===== src/rtl/flex_countdown_timer.sv =====
// flex_countdown_timer: loadable down-counter that pulses expire_flag when the
// count reaches zero, optionally reloading the last loaded value for periodic use.
module flex_countdown_timer #(
    parameter int NUM_CNT_BITS = 4,
    parameter bit AUTO_RELOAD  = 1'b0
) (
    input  logic                    clk,
    input  logic                    n_rst,
    input  logic                    clear,
    input  logic                    load,
    input  logic [NUM_CNT_BITS-1:0] load_val,
    input  logic                    count_enable,
    output logic [NUM_CNT_BITS-1:0] count_out,
    output logic                    expire_flag,
    output logic                    busy
);

    typedef enum logic [1:0] {
        IDLE   = 2'b00,
        RUN    = 2'b01,
        EXPIRE = 2'b10
    } state_t;

    localparam logic [NUM_CNT_BITS-1:0] ONE = NUM_CNT_BITS'(1);

    state_t                  state, next_state;
    logic [NUM_CNT_BITS-1:0] reload_reg, next_reload;
    logic [NUM_CNT_BITS-1:0] next_count;
    logic                    next_expire;

    // NOTE: sequential state uses non-blocking assignments so every register
    // samples the pre-edge values; reset is synchronous, so it sits inside the edge.
    always_ff @(posedge clk) begin
        if (!n_rst) begin
            state       <= IDLE;
            count_out   <= '0;
            reload_reg  <= '0;
            expire_flag <= 1'b0;
        end else begin
            state       <= next_state;
            count_out   <= next_count;
            reload_reg  <= next_reload;
            expire_flag <= next_expire;
        end
    end

    // NOTE: every comb output gets a default first so no path infers a latch.
    always_comb begin
        next_state  = state;
        next_count  = count_out;
        next_reload = reload_reg;
        next_expire = 1'b0;
        if (clear) begin
            next_state = IDLE;
            next_count = '0;
        end else if (load) begin
            // A zero load expires immediately rather than idling in RUN at 0.
            next_reload = load_val;
            next_count  = load_val;
            if (load_val != '0) begin
                next_state = RUN;
            end else begin
                next_state  = EXPIRE;
                next_expire = 1'b1;
            end
        end else begin
            case (state)
                RUN: begin
                    if (count_enable) begin
                        if (count_out > ONE) begin
                            next_count = count_out - ONE;
                        end else begin
                            next_count  = '0;
                            next_expire = 1'b1;
                            next_state  = EXPIRE;
                        end
                    end
                end
                EXPIRE: begin
                    if (AUTO_RELOAD && (reload_reg != '0)) begin
                        next_count = reload_reg;
                        next_state = RUN;
                    end else begin
                        next_count = '0;
                        next_state = IDLE;
                    end
                end
                IDLE:    next_state = IDLE;
                default: begin
                    next_state = IDLE;
                    next_count = '0;
                end
            endcase
        end
    end

    always_comb begin
        busy = (state != IDLE);
    end

endmodule

===== config.mk =====
export PLATFORM = sky130hd
export DESIGN_NAME = flex_countdown_timer
export DESIGN_NICKNAME = d
export VERILOG_FILES = /design/src/rtl/flex_countdown_timer.sv
export SDC_FILE = /design/constraint.sdc
export NUM_CORES = 1
export LEC_CHECK = 0
export ABC_CLOCK_PERIOD_IN_PS = 1100
export CORE_AREA = 2 2 39 41
export DETAILED_ROUTE_END_ITERATION = 8
export DIE_AREA = 0 0 41 43
export PLACE_DENSITY = 0.63
export SYNTH_ARGS = -nofsm -noshare
export SYNTH_HDL_FRONTEND = slang
export SYNTH_SLANG_ARGS = --single-unit

===== constraint.sdc =====
create_clock -name clk -period 1.1 [get_ports clk]
set_input_delay 0.11 -clock clk [delete_from_list [all_inputs] [get_ports clk]]
set_output_delay 0.11 -clock clk [all_outputs]
set_load 0.005 [all_outputs]

# Word-level counts from Yosys, hierarchy flattened
# Index checks and enable logic that the tools add are counted.
[totals] output_inout_bits=6 inputBits=9 register_bits=7 word_cells=30
[classes] magnitude_cmp=1 add_sub_neg=1 mux=14 reduce_logical=6 n_bitwise=1 n_eq_ne=4
[ops] op="$mux 4" count=3
[ops] op="$mux 2" count=5
[ops] op="$pmux 4 s2" count=1
[ops] op="$ne 3x3->1 const B" count=2
[ops] op="$mux 1" count=5
[ops] op="$gt 4x1->1 const B" count=1
[ops] op="$reduce_and 2->1" count=2
[ops] op="$reduce_bool 4->1" count=1
[ops] op="$sub 4x1->4 const B" count=1
[ops] op="$eq 2x1->1 const B" count=1
[ops] op="$logic_not 2->1" count=1
[ops] op="$ne 2x2->1 const B" count=1
[ops] op="$reduce_bool 2->1" count=1
[ops] op="$reduce_or 2->1" count=1
[ops] op="$not 1->1" count=1

# Longest topological paths before layout
[logic_depth] word_depth=5 depth_mapped=5

# Worst setup path after synthesis
# No wires, ideal clock.
[synth_timing] path_type="register to register" start="reg count_out[0]" end="reg count_out[3]" stages_incl_launch_ff=6 arrival_time_ps=1214 n_path_buf=0 setup_time_ps=74 setup_slack_ps=-188 required_time_ps=1026 path_cell_list="dfxtp_1 inv_1 ha_1 nor2_1 o221ai_1 a31oi_1"
[synth_between] elab_chain_cells=5 elab_cells_between_ends=6 cone_classes="1 x add/sub; 1 x order compare; 4 x mux"
[synth_rtl] element="start: declaration" line_no="13" text="output logic [NUM_CNT_BITS-1:0] count_out,"
[synth_rtl] element="start signal: assignment" line_no="41" text="count_out <= next_count;"
[synth_rtl] element="$sub 4x1->4 or $gt 4x1->1 (tied branches)" line_no="71, 70"
[synth_rtl] element="$mux 4 *" line_no="70" text="if (count_out > ONE) begin"
[synth_rtl] element="$mux 4 *" line_no="69" text="if (count_enable) begin"
[synth_rtl] element="$pmux 4 s2 *" line_no="67" text="case (state)"
[synth_rtl] element="$mux 4 *" line_no="56" text="end else if (load) begin"
# Mark *: on every way between the ends. The rest lies on a longest branch, timed or not. The select of a mux whose other input is x is not followed.
# A chain may end at the register's enable or synchronous reset.

# Final worst setup path
[layout_timing] start="reg count_out[1]" end="reg state[0]"
[layout_between] elab_chain_cells=3
[layout_rtl] element="$gt 4x1->1" line_no="70"
[layout_rtl] element="$ne 3x3->1 (no line)"
[layout_rtl] element="$reduce_and 2->1 (no line)"
[layout_rtl] element="end signal: assignment" line_no="40" text="state <= next_state;"
[layout_rtl] element="end: declaration" line_no="26" text="state_t state, next_state;"
# No other way between the ends.

==> qor.yml <==
timing:
  hold_violations: 0
  fin_skew_ns: 0.00245
  rsz0062_at_grt: "yes"
  tightest_slew_ns: 0.310
  fin_crit_sh: 1.07
  timing.final.ws_setup_ns: -0.0794
  maxSlewViolCount: 0
  finalSetupViolCount: 7
  setup-tns-final_ns: -0.348
  layout_min_cycle_time_ns: 1.18
  relSlewSlack: 0.792
  clock.fmax_mhz: 848
hold_path:
  hold_class: "primary input to flip-flop"
  min_to: "state[0]$_SDFFE_PP0P_"
  hold_path_depth: 3
  hold_path_startpoint: "load"
cells_and_area:
  drive_above_1_share: 0.474
  fin_cells: 94
  n_fill_cell: 128
  final_util: 0.575
  antenna_cells: 0
  stdcell_area_um2: 796
  syn2layout_area_growth_pct: 87.1
  fin_nets: 90
setup_path:
  worst-path-buf-inv: 2
  cp_data_arrival_time_ns: 1.31
  rr_endpoint: "state[0]$_SDFFE_PP0P_"
  rr_worst_depth: 6
  r2r_start: "count_out[1]$_SDFFE_PP0P_"
  cp.required_ns: 1.24
  crit_family: "flip-flops"
  critPathSlowestCell: "dfxtp_4"
  worstPathMaxFanout: 6
  r2r_setup_slack_ns: -0.08
  max_stage_delay_ns: 0.36
  path_class: "flip-flop to flip-flop"
  crit_chain: "inv_4 > ha_4 > nor2_4 > buf_4 > o31ai_4 > a21oi_1"
  critPathLaunchType: "flip-flop"
  cp-end-kind: "flip-flop"
drt:
  post_drt_wl_per_cell_um: 12.1
  dr.first_iter.drc_count: 12
  avgViaCountPerCell: 5.01
  num_vias: 471
  drc: 0
  ant_nets: 0
  dr.pass1.iters: 4
  wirelength_mm: 1.13
place:
  place_area_um2: 636
  place_inst: 85
  hpwl_um: 786
  dp_slack_ns: -0.370
  port_buffers: 14
  place_congestion: 0.764
outcome:
  violations: "negative setup slack"
  outcome: "finished with violations"
synth:
  netlist_area_um2: 425
  yosys_register_bits: 7
  ys_types: 23
  yosysTopAreaCellShare: 0.329
  synth_seq_area_share: 0.329
  synth-compound-area-share: 0.276
  yosys.area_share.simple: 0.226
  yosysMostFrequentCell: "dfxtp_1"
  ys_warn_count: 0
  synth-edff-count: 0
  async_reset_ff_frac: 0
  yosys.area.top_type: "dfxtp_1"
  postSynthAreaPerCell_um2: 8.68
  syn_inst: 49
  muxShareOfSynthArea: 0
  synth.area.top_cells: "dfxtp_1 33%, a31oi_1 5.9%, ha_1 5.9%, buf_6 5.3%, o211ai_1 5.3%"
  synth_commonest_cells: "7 x dfxtp_1, 5 x nand2_1, 4 x a31oi_1, 4 x inv_1"
  syn_nets: 60
  synth_xor_area_frac: 0.0206
  synth_top_family_by_area: "compound AO/OA/AOI/OAI gates"
  synthAdderAreaFrac: 0.0588
  ys.flop_type: "dfxtp_1"
power_and_ir_drop:
  powerDensity_nw_per_um2: 861
  ir_worst_vdd_mv: 0.764
  p_leak_nw: 0.315
global_routing:
  grt_pass1_wl_mm: 1.91
  grt_util_all_layers: 0.173
  grt_overflow: 0
  grt_pass1_vias: 453
  antenna_found_initial: 0
  grt_max_degree: 9
clocking:
  path_clk_slew_ns: 0.05
  postCtsHoldBufs: 0
  cts_max_path_buffers: 2
  cts_root_buf: "clkbuf_4"
  cts_tree: "done"
  worstSkewPairLatency_ns: 0.25
  htree_levels: 1
  clock-sinks: 7
  cts_made_buffers: 3
die:
  dieHeight_um: 43
  die_area_um2: 1760
  initial_core_util: 0.307
  die_w_um: 41
  coreArea_um2: 1380
  ios: 15
  rows: 14
run:
  maxCapViolCount: 0
routing by layer:
metal  global-route usage  share of wire  vias to the layer above
met3               0.0942          0.069                        6
met5                    0              0                        -
met4               0.0800          0.022                        0
met2                0.266           0.52                       22
li1                     -              -                      239
met1                0.184           0.39                      204
stage by stage:
stage / total power, mW / hold WS [ns]
after floorplan: 0.350 / 0.257
after global placement: 0.419 / 0.662
after detailed placement: 0.419 / 0.652
after CTS: 0.687 / 0.391
after global routing: 0.734 / 0.437
final: 0.685 / 0.400
area by class of cell:
class / instances / area, um^2 / share of cell area
Clock buffer: 4 / 26.3 / 0.0330
Inverter: 4 / 20.0 / 0.0252
Multi-Input combinational cell: 36 / 344 / 0.432
Sequential cell: 7 / 151 / 0.190
Tap cell: 16 / 20.0 / 0.0252
Timing Repair Buffer: 27 / 234 / 0.294
report_power, final:
group          switching, mW  internal [mW]  leakage (nW)  total [mW]
combinational         0.0799          0.106         0.240       0.186
sequential            0.0102          0.261        0.0599       0.272
clock                 0.0896          0.138        0.0150       0.228
total                  0.180          0.506         0.315       0.685
placed cells by master, fill, tap and decap left out, types with 2 or more instances in the layout:
| cell | Yosys | layout |
|---|---|---|
| a21oi_2 | 0 | 2 |
| a31oi_1 | 4 | 4 |
| buf_4 | 0 | 11 |
| buf_6 | 2 | 2 |
| clkbuf_4 | 0 | 3 |
| clkdlybuf4s50_1 | 0 | 7 |
| dfxtp_1 | 7 | 2 |
| dfxtp_2 | 0 | 3 |
| dfxtp_4 | 0 | 2 |
| dlygate4sd2_1 | 0 | 5 |
| ha_4 | 0 | 2 |
| inv_1 | 4 | 2 |
| inv_4 | 0 | 2 |
| nand2_1 | 5 | 5 |
| nand2b_1 | 2 | 2 |
| o211ai_1 | 3 | 3 |
| o21ai_1 | 3 | 3 |
| or2_4 | 0 | 2 |
flip-flops by register name, summed over array words and instances, names as in the netlist:
signal       count
count_out        4
state            2
expire_flag      1
timing repair:
item,4_1_cts,5_1_grt
pin swaps,11,3
setup buffers,4,1
endpoints found under the setup margin,13,9
gates resized for setup,28,5
how the worst max path moves through the flow:
stage                               from                        end  slack [ns]  cells after the start
2_1_floorplan  count_out[1]$_SDFFE_PP0P_  count_out[3]$_SDFFE_PP0P_        0.01                      5
3_3_place_gp                        load  count_out[3]$_SDFFE_PP0P_       -0.31                      4
3_5_place_dp                        load  count_out[3]$_SDFFE_PP0P_       -0.37                      4
4_1_cts        count_out[0]$_SDFFE_PP0P_  count_out[1]$_SDFFE_PP0P_        -0.1                      5
5_1_grt        count_out[0]$_SDFFE_PP0P_  count_out[3]$_SDFFE_PP0P_       -0.14                      4
6_report       count_out[1]$_SDFFE_PP0P_      state[0]$_SDFFE_PP0P_       -0.08                      6
worst reg2reg max path: cells and delay by family (launching register included):
| kind | cells | cell delay (ns) |
|---|---|---|
| AND/OR/NAND/NOR | 1 | 0.05 |
| flip-flops | 1 | 0.36 |
| AO/OA/AOI/OAI | 2 | 0.30 |
| adder cells (fa/ha/maj) | 1 | 0.15 |
| buffers and inverters | 2 | 0.20 |
kinds of logic (layout without fill, tap and decap cells):
family                     after synthesis  count (layout)
AOI/OAI and AO/OA                       18              18
xor gates and xnor gates                 1               1
adders and majority gates                2               2
buffers and inverters                    6              35
DFF                                      7               7
and+or+nand+nor                         15              15
(Power assumes the default switching activity.)
